**config.mk**
```make
export PLATFORM = sky130hd
export DESIGN_NAME = mem_arbiter
export DESIGN_NICKNAME = d
export VERILOG_FILES = /design/src/rtl/mem_arbiter.sv
export SDC_FILE = /design/constraint.sdc
export NUM_CORES = 1
export LEC_CHECK = 0
export BUFFER_PORTS_ARGS = -buffer_cell sky130_fd_sc_hd__buf_4
export CORE_ASPECT_RATIO = 1.25
export CORE_MARGIN = 3
export CORE_UTILIZATION = 41
export CTS_CLUSTER_DIAMETER = 80
export DETAILED_ROUTE_END_ITERATION = 8
export PLACE_DENSITY = 0.75
export SYNTH_ARGS = -nofsm -noshare
export SYNTH_HDL_FRONTEND = slang
export SYNTH_SLANG_ARGS = --single-unit
```
**constraint.sdc**
```tcl
create_clock -name clk -period 1.9 [get_ports clk]
set_clock_uncertainty 0.15 [all_clocks]
set_input_delay 0.095 -clock clk [delete_from_list [all_inputs] [get_ports clk]]
set_output_delay 0.095 -clock clk [all_outputs]
set_load 0.005 [all_outputs]
```
**src/rtl/mem_arbiter.sv**
```systemverilog
// mem_arbiter: shares one fixed-latency single-port memory between fetch and data.
// Optional macro ARB_RR_EN: round-robin tie-break; default is data-over-fetch priority.
module mem_arbiter #(
  parameter int ADDR_W  = 16,
  parameter int DATA_W  = 16,
  parameter int LATENCY = 1
) (
  input  logic              clk,
  input  logic              rst,
  input  logic              if_req,
  input  logic [ADDR_W-1:0] if_addr,
  output logic              if_done,
  output logic [DATA_W-1:0] if_data,
  input  logic              d_req,
  input  logic              d_wr,
  input  logic              d_dump,
  input  logic [ADDR_W-1:0] d_addr,
  input  logic [DATA_W-1:0] d_wdata,
  output logic              d_done,
  output logic [DATA_W-1:0] d_rdata,
  output logic              mem_en,
  output logic              mem_wr,
  output logic              mem_dump,
  output logic [ADDR_W-1:0] mem_addr,
  output logic [DATA_W-1:0] mem_wdata,
  input  logic [DATA_W-1:0] mem_rdata,
  output logic              err
);

  typedef enum logic [1:0] {
    S_IDLE,
    S_ISSUE,
    S_WAIT,
    S_RESP
  } state_t;

  // Number of WAIT cycles after ISSUE; zero means ISSUE is the last memory cycle.
  localparam logic [3:0] LAT_M1 = 4'(LATENCY - 1);

  state_t            state_q;
  logic              gnt_data_q;
  logic              wr_q;
  logic [3:0]        cnt_q;
  logic              if_done_q;
  logic              d_done_q;
  logic [DATA_W-1:0] if_data_q;
  logic [DATA_W-1:0] d_rdata_q;
  logic              mem_en_q;
  logic              mem_wr_q;
  logic              mem_dump_q;
  logic [ADDR_W-1:0] mem_addr_q;
  logic [DATA_W-1:0] mem_wdata_q;
  logic              err_q;

  logic              gnt_data_d;
  logic [ADDR_W-1:0] addr_d;
  logic              last_cyc_d;

`ifdef ARB_RR_EN
  logic last_data_q;

  // Round-robin: on a tie the requester that did not win last time goes first.
  always_comb begin
    gnt_data_d = d_req;
    if (if_req && d_req) begin
      gnt_data_d = !last_data_q;
    end
  end
`else
  // Fixed priority: the data stage holds the older instruction, so it wins.
  always_comb begin
    gnt_data_d = 1'b0;
    gnt_data_d = d_req;
  end
`endif

  assign addr_d = gnt_data_d ? d_addr : if_addr;

  assign last_cyc_d =
    ((state_q == S_ISSUE) && (LAT_M1 == 4'd0)) ||
    ((state_q == S_WAIT) && (cnt_q == 4'd1));

  // Access sequencer with registered memory strobes, done pulses and read data.
  always_ff @(posedge clk) begin
    if (rst) begin
      state_q     <= S_IDLE;
      gnt_data_q  <= 1'b0;
      wr_q        <= 1'b0;
      cnt_q       <= 4'd0;
      if_done_q   <= 1'b0;
      d_done_q    <= 1'b0;
      if_data_q   <= '0;
      d_rdata_q   <= '0;
      mem_en_q    <= 1'b0;
      mem_wr_q    <= 1'b0;
      mem_dump_q  <= 1'b0;
      mem_addr_q  <= '0;
      mem_wdata_q <= '0;
      err_q       <= 1'b0;
`ifdef ARB_RR_EN
      last_data_q <= 1'b0;
`endif
    end else begin
      if_done_q   <= 1'b0;
      d_done_q    <= 1'b0;
      mem_en_q    <= 1'b0;
      mem_wr_q    <= 1'b0;
      mem_dump_q  <= 1'b0;
      mem_addr_q  <= '0;
      mem_wdata_q <= '0;

      unique case (state_q)
        S_IDLE: begin
          if (if_req || d_req) begin
            gnt_data_q  <= gnt_data_d;
            wr_q        <= gnt_data_d && d_wr;
            mem_en_q    <= 1'b1;
            mem_addr_q  <= addr_d;
            mem_wr_q    <= gnt_data_d && d_wr;
            mem_dump_q  <= gnt_data_d && d_dump;
            mem_wdata_q <= gnt_data_d ? d_wdata : '0;
            if (addr_d[0]) begin
              err_q <= 1'b1;
            end
`ifdef ARB_RR_EN
            last_data_q <= gnt_data_d;
`endif
            state_q <= S_ISSUE;
          end
        end
        S_ISSUE: begin
          if (last_cyc_d) begin
            state_q <= S_RESP;
          end else begin
            cnt_q   <= LAT_M1;
            state_q <= S_WAIT;
          end
        end
        S_WAIT: begin
          cnt_q <= cnt_q - 4'd1;
          if (last_cyc_d) begin
            state_q <= S_RESP;
          end
        end
        S_RESP: begin
          state_q <= S_IDLE;
        end
        default: begin
          state_q <= S_IDLE;
        end
      endcase

      if (last_cyc_d) begin
        if (gnt_data_q) begin
          d_done_q <= 1'b1;
          if (!wr_q) begin
            d_rdata_q <= mem_rdata;
          end
        end else begin
          if_done_q <= 1'b1;
          if_data_q <= mem_rdata;
        end
      end
    end
  end

  assign if_done   = if_done_q;
  assign if_data   = if_data_q;
  assign d_done    = d_done_q;
  assign d_rdata   = d_rdata_q;
  assign mem_en    = mem_en_q;
  assign mem_wr    = mem_wr_q;
  assign mem_dump  = mem_dump_q;
  assign mem_addr  = mem_addr_q;
  assign mem_wdata = mem_wdata_q;
  assign err       = err_q;

endmodule

```
* Yosys cells after proc, flatten, opt, wreduce, memory -nomap -nowiden *
Cells that the tools add are included.

storage, ports and cells
  bits in latches = 0
  memories kept = 0
  ROM bits = 0
  memory bits (writable) = 0
  flip-flop bits (word level) = 78
  input port bits = 70
  word-level logic and storage cells = 55

cells by class
  muxes and demuxes = 10
  $add $sub $neg = 1
  reductions and logical operators = 17
  div/mod/pow operators = 0
  bitwise logic cells = 6
  shift-type cells = 0
  multiply operators = 0
  magnitude comparators = 0
  equal/unequal tests = 7

operators by type and width
  cell                                               number
  two-way mux 16 bit                                 1
  one-hot mux 2 bit (4 select lines)                 1
  one-hot mux 4 bit (2 select lines)                 1
  AND reduction 2 bit                                4
  != test 2 bit (second input constant)              3
  inverter 1 bit                                     6
  AND reduction 3 bit                                2
  == test 2 bit (second input constant)              2
  == test 4 x 1 -> 1 bit (second input constant)     1
  two-way mux 1 bit                                  4
  two-way mux 2 bit                                  2
  two-way mux 4 bit                                  1
  OR reduction 2 bit                                 2
  OR reduction 4 bit                                 1
  subtractor 4 x 1 -> 4 bit (second input constant)  1
  logical AND 1 bit                                  3
  OR reduction 3 bit                                 1
  == test 2 x 1 -> 1 bit (second input constant)     1
  logical NOT 2 bit                                  1
  logical OR 1 bit                                   2
  nonzero test 2 bit                                 1

* Depth between registers and ports, before layout *
  depth in word-level cells = 5
  depth in mapped cells = 7
  mapped depth without buffers = 6

* Worst setup path after synthesis *
No wires, ideal clock.

  path kind = reg-to-reg
  from = register state_q[0]
  to = register if_done_q (netlist: if_done)
  setup slack = 0.147 ns
  library setup time = 0.115 ns
  arrival time = 1.488 ns
  stages on the path, launching flop included = 8
  clock period less this slack = 1.753 ns
  data required time = 1.635 ns
  path through = dfxtp_1 inv_1 ha_1 and4bb_4 o21ba_1 buf_6 buf_12 and2_1

between the ends
  word-level cells in the longest chain between the ends = 5
  elaborated cells between the ends (all ways) = 6
  those cells by class = 2 x eq/ne; 1 x bitwise; 3 x reduce/logical

RTL lines
  element                           line  RTL
  from (decl)                       40    state_t state_q;
  from (signal assigned)            86    state_q <= S_IDLE;
  from (signal assigned)            128   state_q <= S_ISSUE;
  from (signal assigned)            133   state_q <= S_RESP;
  == test 2 bit                     81    ((state_q == S_WAIT) && (cnt_q == 4'd1));
  logical AND 1 bit                 81
  logical OR 1 bit (*)              80    ((state_q == S_ISSUE) && (LAT_M1 == 4'd0)) ||
  inverter 1 bit (no line) (*)      -
  OR reduction 2 bit (no line) (*)  -
  to (signal assigned)              90    if_done_q <= 1'b0;
  to (signal assigned)              104   if_done_q <= 1'b0;
  to (signal assigned)              160   if_done_q <= 1'b1;
  to (decl)                         44    logic if_done_q;

Every way passes the cells marked *; elsewhere a longest branch is shown, timed or not.
A chain may end at the register's enable or synchronous reset.

* Worst setup path in the final report *
  from = register cnt_q[1]
  to = register state_q[0]

between the ends
  word-level cells in the longest chain between the ends = 5
  elaborated cells between the ends (all ways) = 7
  those cells by class = 2 x eq/ne; 2 x mux; 3 x reduce/logical

RTL lines
  element                                                                    line  RTL
  from (decl)                                                                43    logic [3:0] cnt_q;
  from (signal assigned)                                                     140   cnt_q <= cnt_q - 4'd1;
  == test 4 x 1 -> 1 bit (*)                                                 81
  logical AND 1 bit (*)                                                      81
  logical OR 1 bit (*)                                                       80
  two-way mux 1 bit or != test 2 bit (tied branches)                         -
  one-hot mux 2 bit (4 select lines) or AND reduction 2 bit (tied branches)  -
  to (signal assigned)                                                       86
  to (signal assigned)                                                       133
  to (signal assigned)                                                       136   state_q <= S_WAIT;

Marked as above.

==> implementation parameters <==
Parameter                              Value

Status
  Result of the run    completed

Setup path
  Startpoint types    flip-flop
  Data required time at the worst endpoint    around 2 ns
  Last element of the critical path    state_q[0]
  Critical path capture point type    flip-flop
  Crit Reg-Reg Startpoint    cnt_q[1]
  Path depth of the worst reg2reg path    5
  Crit Path Max Fanout    3
  Reg-to-Reg End    state_q[0]
  Setup slack, reg-to-reg    roughly 0.075 ns
  Highest-delay cell along the critical path    or3b_1
  Sequence of cells on the critical path    inv_1, ha_1, or3b_1, a32oi_2, mux2_2
  Data arrival time of the worst path    between 1.5 and 2 ns
  Crit Path Category    reg -> reg
  Start point of the critical path    cnt_q[1]
  Slowest cell delay on critical path    0.38 ns

Yosys
  Top cells by area, synth    dfxtp_1 55%, mux2i_1 17%, nand2_1 7.2%
  Number of distinct standard cells referenced by the synthesized netlist    29
  Count of flip-flops with a built-in enable after synthesis    0
  Leading cell type by number of instances after synthesis    dfxtp_1
  Synthesized area    between 2000 and 3000 um2
  Most used DFF post-synth    dfxtp_1
  Share of the synthesized area in compound gates (AO/OA/AOI/OAI)    approximately 2.6%
  Cell count after synthesis    about 270
  Cell taking the most area after synthesis    dfxtp_1
  Adder-cell share of the synthesized area    2.66%
  Post-synthesis simple-gate area fraction    16.6%
  Leading cell types by count after synthesis    78 x dfxtp_1, 54 x nand2_1, 49 x mux2i_1
  Post-synthesis mux area share    17.8%
  Post-synthesis sequential element count    78
  Sequential area share after synthesis    ~55%
  Post-synth net total    347
  Proportion of synthesized flip-flops having asynchronous set or reset    0%
  Fraction of post-synthesis cell area in the top cell type by area    around 55%
  Combinational family with the most area after synthesis    multiplexers
  Xor-xnor portion of the synthesized cell area    0.932%
  Average size of a mapped cell    10.4 um2
  Total number of yosys warnings    0

Timing
  Transition time at the pin with the least slew margin    0.520 ns
  Fin crit period    1.82 ns
  Setup TNS    0 ns
  Number of endpoints with negative hold slack in the final report    0
  Worst relative slew slack    65.3%
  Peak Freq    548 MHz
  WHS    0.200 ns
  Pins over their slew limit    0
  Part of the cycle the worst path needs    96.0%
  Setup repair after global routing missed its margin    no
  Total of endpoints with negative setup slack in the final report    0

Clock network
  Clock buffer count from CTS    9
  H-tree level count    3
  Number of setup buffers added after CTS    0
  TritonCTS clock tree    yes
  Clk buf depth    2
  Clock latency reported for the late side of the worst-skew pair    0.33 ns
  Clock Tree Root    clkbuf_8
  Worst-path clk slew    ~0.070 ns
  Sink Count    78

Flow run
  Max-cap violations    0

Routing
  Post-route DRC violation count    0
  Drt pass-1 iters    4
  Final routed wirelength across all metal layers    7720 um
  Routed vias/inst    4.57
  DRC violation total after the first TritonRoute iteration    71
  DRT antenna net count    0
  Routed wirelength normalized by instance count    13.4 um
  Count of vias placed by the detailed router    2,630

Floorplan
  Number of cell rows    33
  Number of top-level pins    140
  Die Outline Area    7910 um2
  Core region area    6610 um2
  Width of the die    80.2 um
  Initial Util    42.7%
  Chip Height    slightly below 100 um

Global routing
  Leftover overflow at the end of global routing    0
  Pin count of the biggest net entering global routing    53
  First-pass GRT wire length    between 10,000 and 15,000 um
  Initial antenna violation count    0
  Vias in the first global route    2,702
  GRT Util Overall    19.6%

Layout
  Signed area change from the synthesized netlist to the final layout    72.6%
  N_diodes    0
  Ratio of cells with drive above 1 in the final layout    34.2%
  Total number of nets in the final design    559

Place
  Weighted congestion reported at the end of routability-driven placement    around 0.77
  Placed wire-length estimate after detailed placement    ~4800 um
  Port buffer count    139

Power and ir drop
  Worst VDD drop    0.611 mV
  Ratio of total power to cell area    974 nW/um2
  LEAKAGE    0.00239 uW

Min path
  Type of the worst min-delay path    in -> reg
  Min-Delay Startpoint    d_req
  Hold path depth    3
## critical path, delay by kind of cell (launching register included)
family	cells	cell delay, ns
AND/OR/NAND/NOR	1	0.38
multiplexers	1	0.36
flip-flops	1	0.32
AO/OA/AOI/OAI	1	0.24
adder cells (fa/ha/maj)	1	0.18
buffers and inverters	1	0.08
## registers in the layout, summed over array words and instances, names as in the netlist
| register | count |
|---|---|
| state_q | 2 |
| mem_dump | 1 |
| mem_en | 1 |
| mem_wdata | 16 |
| if_data | 16 |
| err | 1 |
| d_rdata | 16 |
| mem_wr | 1 |
| d_done | 1 |
| cnt_q | 4 |
| gnt_data_q | 1 |
| wr_q | 1 |
| if_done | 1 |
| mem_addr | 16 |
## worst min-delay path by stage
| stage | slack [ns] | endpoint |
|---|---|---|
| 6_report | 0.20 | mem_wr |
| 5_1_grt | 0.19 | mem_wr |
| 4_1_cts | 0.14 | state_q[1] |
| 3_5_place_dp | 0.15 | mem_wdata[10] |
| 3_3_place_gp | 0.15 | mem_wdata[6] |
| 2_1_floorplan | 0.07 | mem_dump |
## placed cells by master, fill, tap and decap left out, types with 2 or more instances in the layout
cell and instances:
buf_4 145, dfxtp_1 77, dlygate4sd3_1 69, nand2_1 54
mux2i_1 49, nor2_1 24, and2_1 18, clkbuf_8 9
inv_1 6, ha_1 6, o21ai_0 2, xnor2_1 2
bufinv_16 2, clkinv_2 2
## power by group
part	internal, uW	leakage (uW)	switching (uW)
clock network	738	0.000106	579
registers	1900	0.000637	141
logic	798	0.00165	582
total	3440	0.00239	1300
## area by class of cell
class	count	area (um2)
Multi-Input combinational cell	172	1150
Clock buffer	10	128
Clock inverter	6	86.3
Sequential cell	78	1560
Fill cell	455	1740
Inverter	7	26.3
Tap cell	87	109
Timing Repair Buffer	215	1800
## kinds of logic (layout without fill, tap and decap cells)
| kind of cell | after synthesis | in the layout |
|---|---|---|
| compound gates | 9 | 9 |
| xor+xnor | 3 | 3 |
| fa+ha+maj | 6 | 6 |
| buf+inv | 21 | 238 |
| flops | 78 | 78 |
| mux | 50 | 50 |
| simple gates | 104 | 104 |
## routing by layer
metal  share of wire [%]  GRT usage, %  vias to the layer above
li1                    -             -                     1304
met1                  38          20.7                     1239
met2                  56          38.3                       85
met3                 5.7          4.66                        2
met4                0.17          4.29                        0
met5                   0             0                        -
## metrics by stage
stage / area, um2 / worst slack [ns] / util (%) / power, uW / instances
after floorplan: 2820 / 0.147 / - / 2760 / 271
after global placement: 3950 / 0.110 / 59.8 / 3260 / 490
after detailed placement: 3950 / 0.0471 / 59.8 / 3300 / 490
after CTS: 4850 / 0.0328 / 73.5 / 4750 / 575
after global routing: 4860 / 0.000216 / 73.6 / 4990 / 575
final: 4860 / 0.0752 / 73.6 / 4740 / 575
## repair_timing
action | 4_1_cts | 5_1_grt
setup endpoints to repair | 0 | 18
endpoints found under the hold margin | 73 | 0
resized for setup | 0 | 3
hold buffers | 69 | 0
(Power assumes the default switching activity.)
